===== src/rtl/encoder_sequencer.sv =====
// Sequential priority encoder: captures a request vector and hands out the
// index of each set bit, one per ready/valid transfer, then pulses done.
module encoder_sequencer #(
  parameter int unsigned WIDTH      = 16,
  parameter int unsigned IDX_W      = 4,
  parameter int unsigned HIGH_FIRST = 0
) (
  input  logic             clk,
  input  logic             reset,
  input  logic             enable,
  input  logic             load,
  input  logic [WIDTH-1:0] req_in,
  output logic [IDX_W-1:0] out,
  output logic             valid,
  input  logic             ready,
  output logic             busy,
  output logic             done,
  output logic [WIDTH-1:0] pending,
  output logic [IDX_W:0]   count
);

  typedef enum logic [1:0] {
    IDLE   = 2'd0,
    SERVE  = 2'd1,
    FINISH = 2'd2
  } state_t;

  state_t           state, next_state;
  logic [IDX_W-1:0] next_out;
  logic             next_valid;
  logic             next_done;
  logic [WIDTH-1:0] next_pending;
  logic [IDX_W:0]   next_count;
  logic [WIDTH-1:0] clear_mask;
  logic [WIDTH-1:0] remaining;

  // Scan in the direction that leaves the winning bit as the last match.
  function automatic logic [IDX_W-1:0] prio_idx(input logic [WIDTH-1:0] v);
    logic [IDX_W-1:0] idx;
    idx = '0;
    for (int unsigned i = 0; i < WIDTH; i++) begin
      if (HIGH_FIRST != 0) begin
        if (v[i]) idx = IDX_W'(i);
      end else begin
        if (v[WIDTH-1-i]) idx = IDX_W'(WIDTH-1-i);
      end
    end
    return idx;
  endfunction

  always_comb begin
    clear_mask      = '0;
    clear_mask[out] = 1'b1;
    remaining       = pending & ~clear_mask;
  end

  always_comb begin
    next_state   = state;
    next_out     = out;
    next_valid   = valid;
    next_done    = 1'b0;
    next_pending = pending;
    next_count   = count;
    case (state)
      IDLE: begin
        if (load) begin
          next_pending = req_in;
          next_count   = '0;
          if (req_in != '0) begin
            next_out   = prio_idx(req_in);
            next_valid = 1'b1;
            next_state = SERVE;
          end else begin
            next_state = FINISH;
            next_done  = 1'b1;
          end
        end
      end
      SERVE: begin
        if (valid && ready) begin
          next_pending = remaining;
          next_count   = count + (IDX_W+1)'(1);
          if (remaining != '0) begin
            next_out = prio_idx(remaining);
          end else begin
            next_valid = 1'b0;
            next_state = FINISH;
            next_done  = 1'b1;
          end
        end
      end
      FINISH: begin
        next_state = IDLE;
      end
      default: begin
        next_state = IDLE;
        next_valid = 1'b0;
      end
    endcase
  end

  always_ff @(posedge clk or posedge reset) begin
    if (reset) begin
      state   <= IDLE;
      out     <= '0;
      valid   <= 1'b0;
      done    <= 1'b0;
      pending <= '0;
      count   <= '0;
    end else if (enable) begin
      state   <= next_state;
      out     <= next_out;
      valid   <= next_valid;
      done    <= next_done;
      pending <= next_pending;
      count   <= next_count;
    end
  end

  assign busy = (state != IDLE);

endmodule


===== config.mk =====
export PLATFORM = sky130hd
export DESIGN_NAME = encoder_sequencer
export DESIGN_NICKNAME = d
export VERILOG_FILES = /design/src/rtl/encoder_sequencer.sv
export SDC_FILE = /design/constraint.sdc
export NUM_CORES = 1
export LEC_CHECK = 0
export BUFFER_PORTS_ARGS = -buffer_cell sky130_fd_sc_hd__buf_2
export CORE_AREA = 2 2 66 68
export DETAILED_ROUTE_END_ITERATION = 10
export DIE_AREA = 0 0 68 70
export GPL_ROUTABILITY_DRIVEN = 0
export GPL_TIMING_DRIVEN = 0
export HOLD_SLACK_MARGIN = 0.15
export PLACE_DENSITY_LB_ADDON = 0.2
export SYNTH_ARGS = -nofsm -noshare
export SYNTH_HDL_FRONTEND = slang
export SYNTH_SLANG_ARGS = --single-unit

===== constraint.sdc =====
create_clock -name clk -period 3.2 [get_ports clk]
set_input_delay 0.32 -clock clk [delete_from_list [all_inputs] [get_ports clk]]
set_output_delay 0.32 -clock clk [all_outputs]
set_load 0.02 [all_outputs]

## Word-level counts from Yosys, hierarchy flattened

Index checks and enable logic that the tools add are counted.

- Add/sub/neg operators: 1
- Order comparisons: 2
- Eq/ne operators: 7
- Multiplexer cells: 60
- Bitwise operators: 3
- Reductions and logical operators: 11

Operators by type and width:

| operator | number |
|---|---|
| 4-bit two-way mux | 36 |
| 16-bit two-way mux | 2 |
| 16-bit case mux with 2 select lines | 1 |
| 16-bit nonzero test | 2 |
| 16-bit AND | 1 |
| 16-bit inverter | 1 |
| 6-bit AND reduction | 2 |
| 5-bit two-way mux | 2 |
| 2-bit != test, second input constant | 5 |
| 5-bit case mux with 2 select lines | 1 |
| 1-bit two-way mux | 9 |
| 2-bit two-way mux | 4 |
| 4-bit case mux with 2 select lines | 1 |
| 4-bit AND reduction | 2 |
| 5-bit by 1-bit adder with 5-bit output, second input constant | 1 |
| 4-bit by 5-bit < comparator with 1-bit output, second input constant | 1 |
| 1-bit demux with 4-bit select | 1 |
| 4-bit by 1-bit >= comparator with 1-bit output, second input constant | 1 |
| 2-bit case mux with 2 select lines | 1 |
| 2-bit nonzero test | 2 |
| 1-bit case mux with 3 select lines | 1 |
| 2-bit by 1-bit == test with 1-bit output, second input constant | 1 |
| 2-bit == test, second input constant | 1 |
| 1-bit logical AND | 2 |
| 3 further kinds | 3 |

- Register bits after elaboration: 29
- Input bits: 21
- Output and inout port bits: 28
- Word-level logic and storage cells: 90

## Depth between registers and ports, before layout

- Depth after elaboration: 25
- Depth in mapped cells: 8
- Gate-level depth less buffers: 6

## Worst setup path before layout

Ideal clock, no wire load.

- Kind: register to register
- Start point: reg out[0]
- End point: reg out[0]
- Library setup time: 0.121 ns
- Arrival: 2.057 ns
- Data required time: 3.079 ns
- Slack: 1.022 ns
- Cell stages (with the launch flop): 6
- Path through: dfrtp_1 > mux2_2 > o32a_1 > nand4bb_1 > o311a_4 > o22a_1

- Cells in the longest elaborated chain, start to end: 25
- Elaborated cells between the ends (all ways): 29
- Those cells by class: 2 x order compare; 1 x eq/ne; 21 x mux; 2 x bitwise; 3 x reduce/logical

RTL lines:

| item | line | text |
|---|---|---|
| start, declared | 13 | `output logic [IDX_W-1:0] out,` |
| start signal, assigned | 112 | `out <= next_out;` |
| 4-bit by 5-bit < comparator with 1-bit output (not written as such) or 4-bit by 1-bit >= comparator with 1-bit output (tied branches) | 53 | `clear_mask[out] = 1'b1;` |
| 1-bit logical AND (not written as such) | 53 |  |
| 1-bit two-way mux (not written as such) | 53 |  |
| 1-bit demux with 4-bit select * | 53 |  |
| 16-bit inverter * | 54 | `remaining = pending & ~clear_mask;` |
| 16-bit AND * | 54 |  |
| 4-bit two-way mux (16 in series) | 45 | `if (v[WIDTH-1-i]) idx = IDX_W'(WIDTH-1-i);` |
| 4-bit two-way mux | 83 | `if (remaining != '0) begin` |
| 4-bit two-way mux | 80 | `if (valid && ready) begin` |
| 4-bit case mux with 2 select lines | 64 | `case (state)` |

Every way passes the cells marked *; elsewhere a longest branch is shown, timed or not. The select of a mux whose other input is x is not followed.
A chain may end at the register's enable or synchronous reset.

## Worst setup path in the final report

- Start point: reg state[0]
- End point: reg pending[2]

- Cells in the longest elaborated chain, start to end: 3
- Elaborated cells between the ends (all ways): 7
- Those cells by class: 3 x eq/ne; 1 x mux; 3 x reduce/logical

RTL lines:

| item | line | text |
|---|---|---|
| start, declared | 28 | `state_t state, next_state;` |
| start signal, assigned | 111 | `state <= next_state;` |
| 2-bit by 1-bit == test with 1-bit output or 2-bit zero test (tied branches) | 64 |  |
| 2-bit != test (no line) or 2-bit nonzero test (tied branches) | - |  |
| 4-bit AND reduction (no line) | - |  |
| end signal, assigned | 115 | `pending <= next_pending;` |
| end, declared | 18 | `output logic [WIDTH-1:0] pending,` |

Parallel ways exist; a longest one is shown, timed or not.

==> flow_metrics.env <==
export IMPL_hp_class="in -> reg"
export IMPL_syn_num_nets=278
export IMPL_maxCapViolations=0
export IMPL_crit_arrival_ps=2640
export IMPL_clk_insertion_delay_late_ps=290
export IMPL_hold_buffers=0
export IMPL_die_area_mm2=0.00476
export IMPL_vdd_ir_drop_worst_mv=0.486
export IMPL_rsz0062_at_grt="no"
export IMPL_startpoint_type="flop"
export IMPL_clk_pin_slew_worst_paths_ps=60
export IMPL_crit_start="state[0]"
export IMPL_final_cell_mix="51 x buf_2, 31 x nand2_1, 29 x dfrtp_1"
export IMPL_cts_htree_levels=2
export IMPL_grt_total_usage_pct=27.7
export IMPL_tightest_slew_ps=1140
export IMPL_dr_pass1_iters=5
export IMPL_ys_types=52
export IMPL_start_util_pct=52.3
export IMPL_ys_flop_type="dfrtp_1"
export IMPL_clock_sinks=29
export IMPL_comb_power_share_pct=60.6
export IMPL_period_share_pct=75.6
export IMPL_worst_setup_path_end_kind="flop"
export IMPL_cts_buffers=5
export IMPL_rows=24
export IMPL_grt_pass1_wl_um=10000
export IMPL_path_max_fanout=10
export IMPL_path_class="reg -> reg"
export IMPL_syn_cell_area_mm2=0.00217
export IMPL_ant_nets=0
export IMPL_fmax_ghz=0.413
export IMPL_synth_edf_count=0
export IMPL_antenna_found_initial=0
export IMPL_synth_seq_cells=29
export IMPL_slew_viol_final=0
export IMPL_yosysWarnings=0
export IMPL_gr_total_overflow=0
export IMPL_power_frac_clock_pct=13.1
export IMPL_cp_required_ps=3420
export IMPL_cts_tree="done"
export IMPL_grt_pass1_vias=2105
export IMPL_drc=0
export IMPL_setup_viol=0
export IMPL_post_cts_buffers=0
export IMPL_powerDensity_mw_per_mm2=1010
export IMPL_drt_initial_drc_count=132
export IMPL_vias=2290
export IMPL_hpwlAfterDp_um=4600
export IMPL_cts_resized=0
export IMPL_swShare_pct=49.4
export IMPL_leakage_uw=0.00120
export IMPL_power_switching_uw=1290
export IMPL_worstHoldStart="enable"
export IMPL_hold_violations=0
export IMPL_antenna_cells=0
export IMPL_min_period_ps=2420
export IMPL_wl_per_cell_um=17.0
export IMPL_syn_instance_count=256
export IMPL_area_delta_synth_final_pct=18.8
export IMPL_intPower_uw=1320
export IMPL_fp_dieH_um=70
export IMPL_fin_area_mm2=0.00257
export IMPL_tns_ps=0
export IMPL_hold_ws_ps=292
export IMPL_clockRootBuffer="clkbuf_8"
export IMPL_place_ws_ps=820
export IMPL_synthArstFlopShare_pct=100
export IMPL_relSlewSlack_pct=23.6
export IMPL_setup_ws_ps=780
export IMPL_fin_skew_ps=3.96
export IMPL_via_per_inst=6.29
export IMPL_final_common_cell="buf_2"
export IMPL_port_buffers=48
export IMPL_routed_wl_um=6190
export IMPL_status="finished clean"
export IMPL_cts_buffer_depth=2
export IMPL_core_area_mm2=0.00414
export IMPL_grt_max_degree=30
export IMPL_syn_avg_cell_area_um2=8.46
export IMPL_pwr_share_seq_pct=26.3
export IMPL_die_x_um=68
export IMPL_nets=333
export IMPL_regToRegStartpoint="state[0]"
export IMPL_drive_gt1_share_pct=26.0
export IMPL_placed_area_mm2=0.00247
export IMPL_ys_seq_area_share_pct=33.5
export IMPL_pin_count=49
## cells by family after synthesis
family                     count (synthesis)  share of synthesized area (%)
AOI/OAI and AO/OA                         98                           32.9
adders and majority gates                  1                          0.578
buffers and inverters                     26                           5.72
DFF                                       29                           33.5
muxes                                     12                           6.07
and+or+nand+nor                           90                           21.2
## stage by stage
| stage | instances | util (%) | power, µW |
|---|---|---|---|
| 6_report | 364 | 62.1 | 2610 |
| 5_1_grt | 364 | 62.1 | 2800 |
| 3_5_place_dp | 356 | 59.6 | 2230 |
| 2_1_floorplan | 256 | - | 1800 |
| 4_1_cts | 364 | 62.1 | 2580 |
| 3_3_place_gp | 356 | 59.6 | 2210 |
## synth_stat cells, types with 4 or more instances
cell type / instances / share of area [%]
nand2_1: 31 / 5.4
dfrtp_1: 29 / 34
o21ai_0: 26 / 6.0
nor2_1: 22 / 3.8
a22o_1: 15 / 6.1
inv_1: 12 / 2.1
nor3_1: 9 / 2.1
a31oi_1: 8 / 2.3
nand3_1: 8 / 1.8
a21oi_1: 7 / 1.6
clkbuf_1: 7 / 1.2
mux2i_1: 6 / 2.8
mux2_2: 4 / 2.1
nor2b_1: 4 / 1.2
o31ai_1: 4 / 1.4
or4_4: 4 / 2.1
## critical path, cell delays in order (launching register included)
cell      delay [ps]
dfrtp_1          350
clkbuf_1         350
nand3_1          160
a21oi_2          450
inv_1            140
nor2_1           410
buf_2            320
a22o_1           180
## path summary, 6_finish.rpt
path                                    to  slack [ps]  cells past startpoint
max in group asynchronous           out[2]        2190                      2
worst min-delay path                  done         290                      2
worst max-delay path            pending[2]         780                      7
min in group asynchronous         count[4]         330                      2
worst min register to register    count[4]         490                      1
worst max register to register  pending[2]         780                      7
## metal layers
metal / wire length [µm] / GRT usage, %
met5: 0 / 0
met4: 132 / 10.4
met3: 482 / 6.12
met2: 2980 / 41.9
met1: 2600 / 38.2
## state kept, by name (all words and copies together), names as in the netlist
signal   count
pending     16
count        5
out          4
state        2
done         1
valid        1
## power groups by stage
stage                     sequential (µW)  clock [µW]  combinational [µW]
after floorplan                       804           0                 999
after global placement                680           0                1530
after detailed placement              684           0                1550
after CTS                             679         342                1560
after global routing                  712         364                1720
final                                 685         343                1580
## area by class of cell
cell class	instances	area (µm²)
repair buffers	48	240
fillers	384	1570
well taps	52	65.1
clock buffers	7	96.3
inverters	12	45.0
multi-input cells	201	1320
clock inverters	1	5.00
flip-flops and latches	29	726
plain buffers	14	78.8
(Power assumes the default switching activity.)
